--- src/rtl/ttt_match_sched.sv ---
// Match sequencer in front of the tic-tac-toe controller: grants the key bus to the
// active player, times turns, detects win/draw/timeout, keeps scores, restarts rounds.
module ttt_match_sched #(
    parameter int unsigned TURN_CYCLES = 250_000_000,
    parameter int unsigned HOLD_CYCLES = 75_000_000,
    parameter int unsigned RST_CYCLES  = 4,
    parameter int unsigned SCORE_W     = 4
) (
    input  logic               clk,
    input  logic               reset,
    input  logic               clr_scores,
    input  logic [5:0]         p1_keys,
    input  logic [5:0]         p2_keys,
    input  logic               current_player,
    input  logic               win_flag,
    input  logic [17:0]        board_in,
    output logic [5:0]         key_out,
    output logic               game_rst,
    output logic               round_over,
    output logic [1:0]         result,
    output logic               timeout_flag,
    output logic [SCORE_W-1:0] score_p1,
    output logic [SCORE_W-1:0] score_p2,
    output logic [SCORE_W-1:0] score_draw
);
    localparam int unsigned TW = $clog2(TURN_CYCLES + 1);
    localparam int unsigned HW = $clog2(HOLD_CYCLES + 1);
    localparam int unsigned RW = $clog2(RST_CYCLES + 1);
    localparam logic [TW-1:0] TURN_LAST = TW'(TURN_CYCLES - 1);
    localparam logic [HW-1:0] HOLD_LAST = HW'(HOLD_CYCLES - 1);
    localparam logic [RW-1:0] RST_LAST  = RW'(RST_CYCLES - 1);

    typedef enum logic [1:0] {S_RST, S_PLAY, S_OVER} state_t;

    state_t      state;
    logic [TW-1:0] turn_timer;
    logic [HW-1:0] hold_cnt;
    logic [RW-1:0] rst_cnt;
    logic        lockout;
    logic        prev_player;
    logic [5:0]  prev_keys;
    logic [1:0]  prev_enter;
    logic        draw_seen;

    logic [5:0]  active;
    logic        board_full;
    logic        full_now;
    logic        key_rise;
    logic        player_chg;
    logic        locked;
    logic        enter_rise;
    logic        do_win;
    logic        do_draw;
    logic        do_tout;
    logic        p1_point;
    logic        p2_point;

    always_comb begin
        active     = current_player ? p2_keys : p1_keys;
        board_full = 1'b1;
        for (int unsigned i = 0; i < 9; i++) begin
            if (board_in[2*i +: 2] == 2'b00)
                board_full = 1'b0;
        end
        full_now   = board_full && !win_flag;
        key_rise   = |(active & ~prev_keys);
        player_chg = current_player != prev_player;
        locked     = lockout || player_chg;
        enter_rise = (p1_keys[1] & ~prev_enter[0]) | (p2_keys[1] & ~prev_enter[1]);
        do_win     = (state == S_PLAY) && win_flag;
        do_draw    = (state == S_PLAY) && full_now && draw_seen;
        do_tout    = (state == S_PLAY) && !do_win && !do_draw && (turn_timer == TURN_LAST);
        // A timeout awards the point to the player who was waiting.
        p1_point   = (do_win && !current_player) || (do_tout && current_player);
        p2_point   = (do_win && current_player) || (do_tout && !current_player);
    end

    always_ff @(posedge clk or posedge reset) begin
        if (reset) begin
            state        <= S_RST;
            turn_timer   <= '0;
            hold_cnt     <= '0;
            rst_cnt      <= '0;
            lockout      <= 1'b0;
            prev_player  <= 1'b0;
            prev_keys    <= '0;
            prev_enter   <= '0;
            draw_seen    <= 1'b0;
            key_out      <= '0;
            game_rst     <= 1'b1;
            round_over   <= 1'b0;
            result       <= 2'b00;
            timeout_flag <= 1'b0;
            score_p1     <= '0;
            score_p2     <= '0;
            score_draw   <= '0;
        end else begin
            prev_player <= current_player;
            prev_keys   <= active;
            prev_enter  <= {p2_keys[1], p1_keys[1]};

            case (state)
                S_RST: begin
                    key_out    <= '0;
                    turn_timer <= '0;
                    lockout    <= 1'b0;
                    draw_seen  <= 1'b0;
                    if (rst_cnt == RST_LAST) begin
                        state    <= S_PLAY;
                        game_rst <= 1'b0;
                    end else begin
                        rst_cnt <= rst_cnt + RW'(1);
                    end
                end
                S_PLAY: begin
                    // Hold the bus at zero after a hand-over until the new player lets go.
                    key_out   <= locked ? '0 : active;
                    if (locked)
                        lockout <= |active;
                    turn_timer <= (player_chg || key_rise) ? '0 : turn_timer + TW'(1);
                    draw_seen  <= full_now;
                    if (do_win || do_draw || do_tout) begin
                        state        <= S_OVER;
                        key_out      <= '0;
                        round_over   <= 1'b1;
                        hold_cnt     <= '0;
                        timeout_flag <= do_tout;
                        if (do_win)
                            result <= current_player ? 2'b10 : 2'b01;
                        else if (do_draw)
                            result <= 2'b11;
                        else
                            result <= current_player ? 2'b01 : 2'b10;
                    end
                end
                S_OVER: begin
                    key_out <= '0;
                    if (enter_rise || hold_cnt == HOLD_LAST) begin
                        state        <= S_RST;
                        game_rst     <= 1'b1;
                        rst_cnt      <= '0;
                        round_over   <= 1'b0;
                        result       <= 2'b00;
                        timeout_flag <= 1'b0;
                    end else begin
                        hold_cnt <= hold_cnt + HW'(1);
                    end
                end
                default: state <= S_RST;
            endcase

            if (clr_scores) begin
                score_p1   <= '0;
                score_p2   <= '0;
                score_draw <= '0;
            end else begin
                if (p1_point && score_p1 != '1)
                    score_p1 <= score_p1 + SCORE_W'(1);
                if (p2_point && score_p2 != '1)
                    score_p2 <= score_p2 + SCORE_W'(1);
                if (do_draw && score_draw != '1)
                    score_draw <= score_draw + SCORE_W'(1);
            end
        end
    end
endmodule
--- config.mk ---
export PLATFORM = sky130hd
export DESIGN_NAME = ttt_match_sched
export DESIGN_NICKNAME = d
export VERILOG_FILES = /design/src/rtl/ttt_match_sched.sv
export SDC_FILE = /design/constraint.sdc
export NUM_CORES = 1
export LEC_CHECK = 0
export CORE_MARGIN = 2
export CORE_UTILIZATION = 36
export CTS_CLUSTER_DIAMETER = 200
export CTS_CLUSTER_SIZE = 12
export DETAILED_ROUTE_END_ITERATION = 8
export MAX_ROUTING_LAYER = met4
export PLACE_DENSITY_LB_ADDON = 0.1
export SLEW_MARGIN = 10
export SYNTH_ARGS = -nofsm -noshare
export SYNTH_HDL_FRONTEND = slang
export SYNTH_SLANG_ARGS = --single-unit
--- constraint.sdc ---
create_clock -name clk -period 6.7 [get_ports clk]
set_clock_uncertainty 0.1 [all_clocks]
set_input_delay 0.67 -clock clk [delete_from_list [all_inputs] [get_ports clk]]
set_output_delay 0.67 -clock clk [all_outputs]
set_load 0.1 [all_outputs]
# [After elaboration in Yosys (flattened, before gate mapping)]
# Cells that the tools add are included.
[classes] order_cmp=0 eq_ne=15 mul=0 add_sub_neg=6 div_mod_pow=0 n_reduce_logical=51 n_mux=48 n_bitwise=7 shifts=0
[op_table] operator="28-bit case mux with 2 select lines" count=1
[op_table] operator="27-bit 2-to-1 mux" count=2
[op_table] operator="27-bit case mux with 2 select lines" count=1
[op_table] operator="28-bit by 1-bit adder with 28-bit output, second input constant" count=1
[op_table] operator="28-bit equality test, second input constant" count=1
[op_table] operator="28-bit 2-to-1 mux" count=1
[op_table] operator="27-bit by 1-bit adder with 27-bit output, second input constant" count=1
[op_table] operator="27-bit equality test, second input constant" count=1
[op_table] operator="4-bit 2-to-1 mux" count=6
[op_table] operator="2-bit zero test" count=10
[op_table] operator="6-bit 2-to-1 mux" count=3
[op_table] operator="2-bit 2-to-1 mux" count=8
[op_table] operator="1-bit 2-to-1 mux" count=15
[op_table] operator="3-bit AND reduction" count=5
[op_table] operator="1-bit logical AND" count=14
[op_table] operator="2-bit nonzero test" count=7
[op_table] operator="4-bit by 1-bit adder with 4-bit output, second input constant" count=3
[op_table] operator="4-bit inequality test, second input constant" count=3
[op_table] operator="6-bit case mux with 2 select lines" count=1
[op_table] operator="6-bit OR reduction" count=2
[op_table] operator="2-bit inequality test, second input constant" count=5
[op_table] operator="1-bit case mux with 2 select lines" count=5
[op_table] operator="1-bit logical OR" count=7
[op_table] operator="6-bit AND" count=1
[op_table] operator="other kinds (17)" count=23
[word_totals] inputBits=35 latch_bits=0 output_inout_bits=23 register_bits=94 wordCells=144 romBits=0 ramBits=0 n_memories=0

# [Depth between registers and ports, before layout]
[depth] depth_word=21 depth_mapped=10 ltp_nobuf=8

# [Worst setup path after synthesis]
# OpenSTA, ideal clock, no wires.
[synth_path] kind="reg-to-reg" start="register hold_cnt[0]" end="register result[0]" arrival_ns=2.169 path_slack_ns=4.303 t_required_ns=6.472 n_path_buf=0 synth_period_minus_slack_ns=2.397 stages_incl_launch_ff=8 setup_ns=0.128 path_cell_list="dfrtp_1 > ha_1 > nand4_2 > or4_1 > o21a_1 > nand2_1 > o211a_2 > mux2_1"
[synth_via] elab_chain_len=4
[synth_lines] element="start, declared" line="37" text="logic [HW-1:0] hold_cnt;"
[synth_lines] element="start signal, assigned" line="146" text="hold_cnt <= hold_cnt + HW'(1);"
[synth_lines] element="27-bit equality test" line="138" text="if (enter_rise || hold_cnt == HOLD_LAST) begin"
[synth_lines] element="1-bit logical OR" line="138"
[synth_lines] element="2-bit inequality test (no source line)"
[synth_lines] element="3-bit AND reduction (no source line)"
[synth_lines] element="end signal, assigned" line="129" text="result <= current_player ? 2'b10 : 2'b01;"
[synth_lines] element="end signal, assigned" line="133" text="result <= current_player ? 2'b01 : 2'b10;"
[synth_lines] element="end, declared" line="20" text="output logic [1:0] result,"
# No other way between the ends.
# A chain may end at the register's enable or synchronous reset.

# [Worst setup path in the final report]
[layout_path] start="input current_player" end="register turn_timer[10]"
[layout_via] elab_chain_len=6 word_cells_on_any_way=7 cone_classes="eq/ne: 1; mux: 3; bitwise: 1; reduce/logical: 2"
[layout_lines] element="start, declared" line="14" text="input logic current_player,"
[layout_lines] element="6-bit 2-to-1 mux" line="59" text="active = current_player ? p2_keys : p1_keys;"
[layout_lines] element="via active[1]" line="45" text="logic [5:0] active;"
[layout_lines] element="6-bit AND" line="66" text="key_rise = |(active & ~prev_keys);"
[layout_lines] element="6-bit OR reduction" line="66"
[layout_lines] element="1-bit logical OR" line="120" text="turn_timer <= (player_chg || key_rise) ? '0 : turn_timer + TW'(1);"
[layout_lines] element="28-bit 2-to-1 mux" line="120"
[layout_lines] element="28-bit case mux with 2 select lines" line="102" text="case (state)"
[layout_lines] element="end signal, assigned" line="120"
[layout_lines] element="end, declared" line="36" text="logic [TW-1:0] turn_timer;"
# The timed path passes the listed nets, and every way through them passes these cells.

==> metrics <==
clock net sink count 94; final std cells w/o fill 826; Worst Tran Pin Value 0.9800 ns; fin crit period 3.062 ns; area post-placement 6116 µm²; power share of the clock group 28.4%; max-slew violation count 0; pin count of the biggest net entering global routing 70; CTS clk-pin slew, worst paths 0.07 ns; critical path type in -> reg; Power Density 283.0 nW/µm²; post-CTS setup buffers 0; Num CTS Buffers 9; Total Power 0.001813 W; Synth Area per Inst 9.086 µm²; most common cell after layout, fill and taps aside dfrtp_1; final hold vios 0; routed wire length 13.59 mm; sw power 0.0007291 W; Hold Path End key_out[5]; initial core utilization 37.06%; Pre-antenna DRT Iters 4; status completed; cells resized by post-CTS repair 0; RSZ-0062 raised after global routing false; first-pass GRT wire length 23.23 mm; max_slew headroom 34.46%; area fraction of the dominant cell type after synthesis 43.05%; max_cap viols 0; critical-path cell with the highest stage delay clkdlybuf4s50_1; RD Place Congestion 0.8402; FMAX 326.6 MHz; reg2reg start state[1]; DR DRC count 0; core area 14590 µm²; Min-Delay Path Class reg -> reg; final setup vio count 0; Detail Placement HPWL 9.246 mm; register bit total from synthesis 94; layout cell share with drive strength beyond 1 6.542%; min-delay src key_out[5]; CP peak stage delay 0.93 ns; vias in the first global route 4694; Chip Width 126.5 µm; R2R depth 9; cell taking the most area after synthesis dfrtp_1; CP Data Required Time 6.83 ns; EDFF count, synth 0; Routed wire per std cell 16.46 µm; cell internal pwr 0.001084 W; post-route ant nets 0; commonest cells after routing, fill and taps aside dfrtp_1, nand2_1, nand3_1; register share of total power 36.4%; Min Hold Slack 0.3842 ns; worst-path maximum fanout 47; Die Ht 126.5 µm; Synth area leaders dfrtp_1, nand3_1, nand2_1; Root Buffer clkbuf_16; I/O pins 58; ANT cells 0; Cells on Worst Hold Path 2; H-tree levels 3; crit share post-route 45.71%; synthesized cell area 5406 µm²; CP Capture Type flip-flop; Total GRT Usage 18.29%; Switching Share 40.21%; total negative slack 0 ns; CP arrival 3.20 ns; sequential area share after synthesis 43.53%; Worst R2R Setup Slack 3.66 ns; Synth Net Count 641; async set-reset flop share out of synthesis 100.0%; cells along the critical path clkdlybuf4s50_1 > mux2_2 > a222oi_1 > nand3_1 > buf_4 > o41ai_1; post-synthesis cell type count 70; CP startpoint kind input port; Worst VDD drop 0.1792 mV; Mapped Cells 595; dominant synthesized flop cell dfrtp_1; IO Port Bufs 57; post-layout instance area 6406 µm²; Area growth syn-to-layout 18.49%; number of DRC violations after detailed-routing iteration 0 313; via count 4698; FP Rows 44; clk_lat worst skew 0.35 ns; clk buf depth 2; Die ar. 16010 µm²; leak pwr 2.683 nW; CTS tree yes; Layout Nets 684; Vias/cell 5.688; initial antenna violation count 0; combinational power share 35.2%; Ys Warns 0; worst r2r dst hold_cnt[20]; # hold bufs at CTS 0; grt ovf 0; placed instance count 811
worst max-delay path: cells and delay by family:
family,cells,cell delay (ns)
compound gates,2,0.74
simple gates,1,0.11
mux,1,0.45
buf+inv,2,1.21
how the worst max path moves through the flow:
stage / start / end / slack [ns] / depth (start not counted)
finish: current_player / turn_timer[10] / 3.64 / 6
global route: state[1] / hold_cnt[22] / 3.41 / 9
CTS: current_player / turn_timer[14] / 3.61 / 6
detailed placement: current_player / turn_timer[14] / 3.24 / 6
global placement: current_player / turn_timer[9] / 3.34 / 6
floorplan: reset / draw_seen / 3.48 / 1
layout make-up:
class | count | area, µm²
Fill cell | 1439 | 8183
Multi-Input combinational cell | 448 | 2836
Sequential cell | 94 | 2354
Timing Repair Buffer | 62 | 608.1
Clock buffer | 11 | 242.7
Tap cell | 184 | 230.2
Inverter | 23 | 87.58
Clock inverter | 4 | 47.55
power by group through the flow:
stage / clock (W) / sequential [W] / combinational, W
after floorplan: 0 / 0.000795 / 0.000349
after global placement: 0 / 0.000667 / 0.000636
after detailed placement: 0 / 0.000670 / 0.000643
after CTS: 0.000534 / 0.000660 / 0.000646
after global routing: 0.000554 / 0.000667 / 0.000698
final: 0.000515 / 0.000660 / 0.000639
sequential cells by signal, indices dropped and copies added (netlist names), 2 cells and up:
register / cells
hold_cnt: 27
prev_keys: 6
rst_cnt: 3
score_draw: 4
score_p2: 4
score_p1: 4
state: 2
turn_timer: 28
prev_enter: 2
key_out: 6
result: 2
synth_stat cells (5+ instances only):
cell type  number
nor3_1         10
a22o_1          7
o22ai_1         5
and3_1         20
nand2_1        60
a31oi_1        10
nor4_1          9
dfrtp_1        93
and2_1          7
mux2i_1         6
inv_1          23
nand3_1        58
o211ai_1        9
o21ai_0        36
clkbuf_1       20
o21ai_1        10
o41ai_1         5
xor2_1          8
nand4_1        17
or4_1          13
nor2_1         31
nand2b_1       10
a21oi_1        18
ha_1           11
o31ai_1        13
buf_2           8
cells by family after synthesis:
kind of cell    Yosys count  share of synthesized area (%)
flops                    94                          43.53
mux                      10                          1.944
buf+inv                  53                          4.004
compound gates          146                          18.07
fa+ha+maj                11                          2.546
xor+xnor                 12                          1.944
simple gates            269                          27.96
metrics by stage:
stage	utilization (%)	setup WS, ns
2_1_floorplan	-	3.483
3_3_place_gp	41.92	3.338
3_5_place_dp	41.92	3.245
4_1_cts	43.91	3.609
5_1_grt	43.91	3.405
6_report	43.91	3.638
per-layer routing:
metal / up-vias / routed length, µm / GRT usage (%)
li1: 2315 / - / -
met3: 13 / 505 / 2.320
met2: 98 / 6134 / 28.00
met5: - / 0 / -
met1: 2272 / 6752 / 25.11
met4: 0 / 201 / 6.399
No activity file was read; power rests on OpenSTA's default activity.
